<file path="config.mk">
export PLATFORM = sky130hd
export DESIGN_NAME = divider_flat
export DESIGN_NICKNAME = d
export VERILOG_FILES = /design/src/rtl/divider_if.sv /design/src/rtl/divider.sv /design/src/flat_wrapper.sv
export SDC_FILE = /design/constraint.sdc
export NUM_CORES = 1
export LEC_CHECK = 0
export BUFFER_PORTS_ARGS = -buffer_cell sky130_fd_sc_hd__buf_2
export CELL_PAD_IN_SITES_DETAIL_PLACEMENT = 0
export CELL_PAD_IN_SITES_GLOBAL_PLACEMENT = 2
export CORE_MARGIN = 2
export CORE_UTILIZATION = 37
export DETAILED_ROUTE_END_ITERATION = 7
export PLACE_DENSITY_LB_ADDON = 0.2
export SYNTH_ARGS = -nofsm -noshare
export SYNTH_HDL_FRONTEND = slang
export SYNTH_SLANG_ARGS = --single-unit
</file>
<file path="constraint.sdc">
create_clock -name clk -period 4.6 [get_ports clk]
set_input_delay 0 -clock clk [delete_from_list [all_inputs] [get_ports clk]]
set_output_delay 0 -clock clk [all_outputs]
set_load 0.005 [all_outputs]
</file>
<file path="src/rtl/divider_if.sv">
`default_nettype none
// ============================================================================
//  Module      : divider_if
//  Description : Request/result bundle for the multi-cycle unsigned divider.
//  Revision    : 1.0
// ============================================================================
interface divider_if #(
  parameter int WIDTH = 16
);
  logic             start;
  logic [WIDTH-1:0] dividendHi;
  logic [WIDTH-1:0] dividendLo;
  logic [WIDTH-1:0] divisor;
  logic [WIDTH-1:0] quotient;
  logic [WIDTH-1:0] remainder;
  logic             busy;
  logic             done;
  logic             divByZero;
  logic             overflow;

  modport master (
    output start, dividendHi, dividendLo, divisor,
    input  quotient, remainder, busy, done, divByZero, overflow
  );

  modport slave (
    input  start, dividendHi, dividendLo, divisor,
    output quotient, remainder, busy, done, divByZero, overflow
  );
endinterface
`default_nettype wire

</file>
<file path="src/rtl/divider.sv">
`default_nettype none
// ============================================================================
//  Module      : divider
//  Description : Restoring divider, {hi,lo} / divisor, one quotient bit per clock.
//  Revision    : 1.0
// ============================================================================
module divider #(
  parameter int WIDTH = 16
) (
  input  logic      clk,
  input  logic      reset,
  divider_if.slave  bus
);
  localparam int c_cnt_w = $clog2(WIDTH + 1);
  localparam logic [c_cnt_w-1:0] c_cnt_init = c_cnt_w'(WIDTH);
  localparam logic [c_cnt_w-1:0] c_cnt_last = c_cnt_w'(1);

  typedef enum logic [1:0] {
    S_IDLE = 2'd0,
    S_RUN  = 2'd1,
    S_DONE = 2'd2
  } state_t;

  state_t             r_state;
  state_t             w_state_nxt;
  logic [WIDTH:0]     r_rem;
  logic [WIDTH-1:0]   r_q;
  logic [WIDTH-1:0]   r_div;
  logic [c_cnt_w-1:0] r_cnt;
  logic [WIDTH-1:0]   r_quotient;
  logic [WIDTH-1:0]   r_remainder;
  logic               r_divbyzero;
  logic               r_overflow;

  logic [WIDTH+1:0]   w_s;
  logic [WIDTH+1:0]   w_diff;
  logic               w_borrow;
  logic [WIDTH:0]     w_rem_nxt;
  logic [WIDTH-1:0]   w_q_nxt;

  // One restoring step: shift in the next dividend bit, trial-subtract.
  always_comb begin
    w_s       = {r_rem, r_q[WIDTH-1]};
    w_diff    = w_s - {2'b00, r_div};
    w_borrow  = w_diff[WIDTH+1];
    w_rem_nxt = w_borrow ? w_s[WIDTH:0] : w_diff[WIDTH:0];
    w_q_nxt   = {r_q[WIDTH-2:0], ~w_borrow};
  end

  always_ff @(posedge clk or posedge reset) begin
    if (reset) r_state <= S_IDLE;
    else       r_state <= w_state_nxt;
  end

  always_comb begin
    w_state_nxt = r_state;
    case (r_state)
      S_IDLE: begin
        if (bus.start) begin
          if (bus.divisor == '0 || bus.dividendHi >= bus.divisor) w_state_nxt = S_DONE;
          else                                                    w_state_nxt = S_RUN;
        end
      end
      S_RUN:   if (r_cnt == c_cnt_last) w_state_nxt = S_DONE;
      S_DONE:  w_state_nxt = S_IDLE;
      default: w_state_nxt = S_IDLE;
    endcase
  end

  always_ff @(posedge clk or posedge reset) begin
    if (reset) begin
      r_rem       <= '0;
      r_q         <= '0;
      r_div       <= '0;
      r_cnt       <= '0;
      r_quotient  <= '0;
      r_remainder <= '0;
      r_divbyzero <= 1'b0;
      r_overflow  <= 1'b0;
    end else begin
      case (r_state)
        S_IDLE: begin
          if (bus.start) begin
            r_div       <= bus.divisor;
            r_divbyzero <= 1'b0;
            r_overflow  <= 1'b0;
            if (bus.divisor == '0) begin
              r_quotient  <= '1;
              r_remainder <= bus.dividendLo;
              r_divbyzero <= 1'b1;
            end else if (bus.dividendHi >= bus.divisor) begin
              r_quotient  <= '1;
              r_remainder <= bus.dividendHi;
              r_overflow  <= 1'b1;
            end else begin
              r_rem <= {1'b0, bus.dividendHi};
              r_q   <= bus.dividendLo;
              r_cnt <= c_cnt_init;
            end
          end
        end
        S_RUN: begin
          r_rem <= w_rem_nxt;
          r_q   <= w_q_nxt;
          r_cnt <= r_cnt - c_cnt_last;
          if (r_cnt == c_cnt_last) begin
            r_quotient  <= w_q_nxt;
            r_remainder <= w_rem_nxt[WIDTH-1:0];
          end
        end
        default: ;
      endcase
    end
  end

  assign bus.quotient  = r_quotient;
  assign bus.remainder = r_remainder;
  assign bus.busy      = (r_state == S_RUN);
  assign bus.done      = (r_state == S_DONE);
  assign bus.divByZero = r_divbyzero;
  assign bus.overflow  = r_overflow;
endmodule
`default_nettype wire

</file>
<file path="src/flat_wrapper.sv">
// flat-port wrapper written by rule: the top's interface ports become plain ports
module divider_flat 
#(
  parameter int WIDTH = 16
)
  (clk, reset, bus_start, bus_dividendHi, bus_dividendLo, bus_divisor, bus_quotient, bus_remainder, bus_busy, bus_done, bus_divByZero, bus_overflow);
  divider_if #(.WIDTH(WIDTH)) bus_i ();
  input  logic clk;
  input  logic reset;
  input wire logic [$bits(bus_i.start)-1:0] bus_start;
  input wire logic [$bits(bus_i.dividendHi)-1:0] bus_dividendHi;
  input wire logic [$bits(bus_i.dividendLo)-1:0] bus_dividendLo;
  input wire logic [$bits(bus_i.divisor)-1:0] bus_divisor;
  output wire logic [$bits(bus_i.quotient)-1:0] bus_quotient;
  output wire logic [$bits(bus_i.remainder)-1:0] bus_remainder;
  output wire logic [$bits(bus_i.busy)-1:0] bus_busy;
  output wire logic [$bits(bus_i.done)-1:0] bus_done;
  output wire logic [$bits(bus_i.divByZero)-1:0] bus_divByZero;
  output wire logic [$bits(bus_i.overflow)-1:0] bus_overflow;
  assign bus_i.start = bus_start;
  assign bus_i.dividendHi = bus_dividendHi;
  assign bus_i.dividendLo = bus_dividendLo;
  assign bus_i.divisor = bus_divisor;
  assign bus_quotient = bus_i.quotient;
  assign bus_remainder = bus_i.remainder;
  assign bus_busy = bus_i.busy;
  assign bus_done = bus_i.done;
  assign bus_divByZero = bus_i.divByZero;
  assign bus_overflow = bus_i.overflow;
  divider #(.WIDTH(WIDTH)) u_core (.clk(clk), .reset(reset), .bus(bus_i));
endmodule
</file>
==> flow_metrics.py <==
metrics = {
    "status": {
        "run_status": "finished, final reports clean",
    },
    "logic_synthesis": {
        "synthDominantCellAreaShare_pct": 41.4,
        "synth_warnings": 0,
        "mean_syn_cell_area_um2": 8.63,
        "area_fraction_in_compound_gates_after_synthesis_pct": 21.9,
        "synth.net_count": 717,
        "yosys-mux-area-fraction_pct": 3.77,
        "synth_top_flop_cell": "sky130_fd_sc_hd__dfrtp_1",
        "ys_async_sr_fraction_pct": 100,
        "synth-seq-cells": 90,
        "synth_top_family_by_area": "compound AO/OA/AOI/OAI gates",
        "syn_inst": 631,
        "fraction_of_the_mapped_netlist_area_in_adder_cells_pct": 8.18,
        "synth_edf_count": 0,
        "yosys-top-cells-area": "sky130_fd_sc_hd__dfrtp_1 (41%), sky130_fd_sc_hd__ha_1 (7.8%), sky130_fd_sc_hd__nand2_1 (7.0%)",
        "synth_area_leader_cell": "sky130_fd_sc_hd__dfrtp_1",
        "yosys.area_share.xor_xnor_pct": 2.41,
        "yosysSeqAreaShare_pct": 41.4,
        "synthSimpleGateAreaFrac_pct": 16.7,
        "netlist_area_before_placement_um2": 5440,
        "synth_cell_type_count": 58,
    },
    "setup_path": {
        "cp_cell_sequence": "inv_1 -> ha_1 -> nor2b_1 -> o2111a_1 -> o21ai_0 -> o21ai_0 -> o211ai_1 -> nand2_1 -> a211oi_1 -> o21ai_1",
        "path_max_fanout": 13,
        "critPathSlowestCell": "sky130_fd_sc_hd__o211ai_1",
        "cp.required_ns": 4.82,
        "cp_data_arrival_time_ns": 3.79,
        "timing.critical_path.from_type": "flop",
        "crit_path_end_kind": "flop",
        "critical_path.most_common_cell": "sky130_fd_sc_hd__o21ai_0",
        "criticalPathCategory": "reg -> reg",
        "cpPeakStageDelay_ns": 0.80,
        "rrSetupSlack_ns": 1.03,
    },
    "floorplan": {
        "core_area_um2": 14500,
        "chipHeight_um": 125,
        "start_util_pct": 37.6,
        "design.die.area_um2": 15700,
        "num_io_pins": 87,
        "die_extent_in_x_um": 125,
        "rows": 44,
    },
    "grt": {
        "global_route.peak_usage_layer": "met2",
        "grt_first_pass_wirelength_um": 27400,
        "grt.total_usage_pct": 22.4,
        "globalRoute.totalOverflow": 0,
        "via_count_of_the_first_global_routing_pass": 4899,
        "antenna_found_initial": 0,
        "grt_util_met2_pct": 36.1,
        "pin_count_of_the_biggest_net_entering_global_routing": 70,
        "grt_use_met3_pct": 2.74,
        "gr-usage-met1_pct": 31.6,
    },
    "place": {
        "placedCellCount": 881,
        "hpwlAfterDp_um": 12700,
        "globalplace.congestion": 0.868,
        "io_buffers": 86,
    },
    "cts": {
        "cts_num_sinks": 90,
        "cts_max_path_buffers": 2,
        "cts.clk_slew.worst_paths_ns": 0.07,
        "post_cts_hold_buffer_count": 44,
        "number_of_buffers_created_by_cts": 9,
        "clk_root_buffer_cell": "sky130_fd_sc_hd__clkbuf_16",
        "post_cts.repair.setup_buffers": 0,
        "clk-insertion-delay-late_ns": 0.35,
        "cts_tree": "built",
        "htree_num_levels": 3,
        "post_cts_resized": 0,
    },
    "worst_hold_path": {
        "min_path_type": "in -> reg",
    },
    "sta": {
        "worst_pin_slew_ns": 0.972,
        "finalSetupViolCount": 0,
        "final.min_clock_period_ns": 3.57,
        "max_clock_freq_ghz": 0.280,
        "worst_slew_margin_rel_pct": 34.9,
        "slew_violations": 0,
        "skew_ns": 0.0119,
        "totalNegativeSetupSlack_ns": 0,
        "layout_worst_path_cycle_share_pct": 77.6,
        "rsz0062_at_grt": "no",
        "hold_violations": 0,
    },
    "power": {
        "peakVddDrop_uv": 389,
        "power_density_nw_per_um2": 773,
        "total_leakage_power_uw": 0.00314,
    },
    "detailed_routing": {
        "remaining_routing_drc_violations": 0,
        "drt.antenna.violating_nets": 0,
        "avgViaCountPerCell": 5.34,
        "drt_iter0_markers": 404,
        "finalWirelength_um": 17300,
        "wl_per_cell_um": 18.3,
        "via_count": 5021,
        "firstDrtPassIters": 4,
    },
    "finish": {
        "layout.nets": 838,
        "n_antenna_cell": 0,
        "drive_above_1_share_pct": 19.2,
        "final_std_cells_w_o_fill": 941,
        "area.growth.synth_to_final_pct": 25.0,
    },
    "flow_run": {
        "max_cap_violations": 0,
    },
}
## flip-flops by register name, summed over array words and instances (netlist names)
name / count
u_core.bus.quotient: 16
u_core.bus.divByZero: 1
u_core.r_rem: 17
u_core.bus.remainder: 16
u_core.r_q: 16
u_core.r_state: 2
u_core.bus.overflow: 1
u_core.r_cnt: 5
u_core.r_div: 16
## kinds of logic (layout without fill, tap and decap cells)
family,Yosys count,after routing
and+or+nand+nor,206,206
muxes,19,19
adders and majority gates,35,35
AOI/OAI and AO/OA,188,188
xor gates and xnor gates,15,15
DFF,90,90
buffers and inverters,78,204
## through the flow
step | setup WS, ns | total power [uW] | util [%] | area, um2 | hold slack, ns
2_1_floorplan | 2.05 | 3590 | - | 5440 | 0.105
5_1_grt | 0.716 | 5730 | 47.0 | 6800 | 0.0644
6_report | 1.03 | 5260 | 47.0 | 6800 | 0.0116
3_5_place_dp | 1.06 | 4470 | 41.9 | 6060 | 0.169
3_3_place_gp | 1.12 | 4430 | 41.9 | 6060 | 0.160
4_1_cts | 1.04 | 5290 | 47.0 | 6800 | 0.0161
## cell type report
type	count	area, um2
repair buffers	140	946
clock buffers	10	229
fillers	1430	7680
flip-flops and latches	90	2250
well taps	184	230
inverters	48	181
clock inverters	6	71.3
multi-input cells	463	2890
## cells in the mapped netlist, types with 2 or more instances
cell and count:
sky130_fd_sc_hd__o221ai_1 2, sky130_fd_sc_hd__nand2_1 102, sky130_fd_sc_hd__o311ai_0 2, sky130_fd_sc_hd__and2_1 3, sky130_fd_sc_hd__a22o_1 2, sky130_fd_sc_hd__o22ai_1 3
sky130_fd_sc_hd__o211a_1 2, sky130_fd_sc_hd__a21oi_1 51, sky130_fd_sc_hd__nor2_1 42, sky130_fd_sc_hd__nand4_1 3, sky130_fd_sc_hd__inv_1 47, sky130_fd_sc_hd__o211ai_1 6
sky130_fd_sc_hd__buf_2 9, sky130_fd_sc_hd__a31oi_1 27, sky130_fd_sc_hd__nor2b_1 2, sky130_fd_sc_hd__a21boi_0 3, sky130_fd_sc_hd__nand3_1 17, sky130_fd_sc_hd__or4_1 2
sky130_fd_sc_hd__a211oi_2 9, sky130_fd_sc_hd__mux2_2 12, sky130_fd_sc_hd__xor2_1 2, sky130_fd_sc_hd__and3_1 6, sky130_fd_sc_hd__o21ai_1 10, sky130_fd_sc_hd__nand2b_1 9
sky130_fd_sc_hd__nor4_1 4, sky130_fd_sc_hd__or2_2 2, sky130_fd_sc_hd__mux2i_1 7, sky130_fd_sc_hd__clkbuf_1 19, sky130_fd_sc_hd__o21ai_0 46, sky130_fd_sc_hd__xnor2_1 13
sky130_fd_sc_hd__a211oi_1 5, sky130_fd_sc_hd__a21o_1 5, sky130_fd_sc_hd__nor3_1 10, sky130_fd_sc_hd__dfrtp_1 90, sky130_fd_sc_hd__ha_1 34
## routing by layer
layer  routed length, um  share of wire, %
met1                8240                48
met5                   0                 0
met2                8140                47
met3                 625               3.6
met4                 261               1.5
## worst paths after layout
check / from / to / depth (start not counted)
worst max-delay path: u_core.r_div[1] / u_core.bus.remainder[7] / 10
worst min-delay path: bus_dividendHi[9] / u_core.r_rem[9] / 3
worst max register to register: u_core.r_div[1] / u_core.bus.remainder[7] / 10
worst min register to register: u_core.bus.remainder[13] / u_core.bus.remainder[13] / 2
max in group asynchronous: reset / u_core.r_rem[0] / 4
min in group asynchronous: reset / u_core.r_q[11] / 3
## placed cells by master (no fill, tap or decap), drive strengths merged, types with 3 or more instances in the layout
cell and count:
a211oi 14, a21boi 4, nand3 17, o22ai 3, mux2i 7, dfrtp 90
a31oi 27, nand2b 9, xnor2 13, clkbuf 10, mux2 12, nor2 43
nor3 10, ha 34, nor4 4, o211ai 7, a21oi 51, inv 50
and3 6, nand2 102, o21ai 56, a21o 5, dlygate4sd3 44, nand4 4
and2 3, buf 96
## where the power goes
group	internal, uW	total (uW)	switching (uW)
combinational	1190	3040	1860
sequential	1180	1440	266
clock	428	770	342
## worst max-delay path: cells and delay by family (launching register included)
family	cells	cell delay [ns]
simple gates	2	0.57
compound gates	6	2.12
flops	1	0.37
fa+ha+maj	1	0.24
buf+inv	1	0.13
Note: power is estimated with default switching activity, not from simulation.
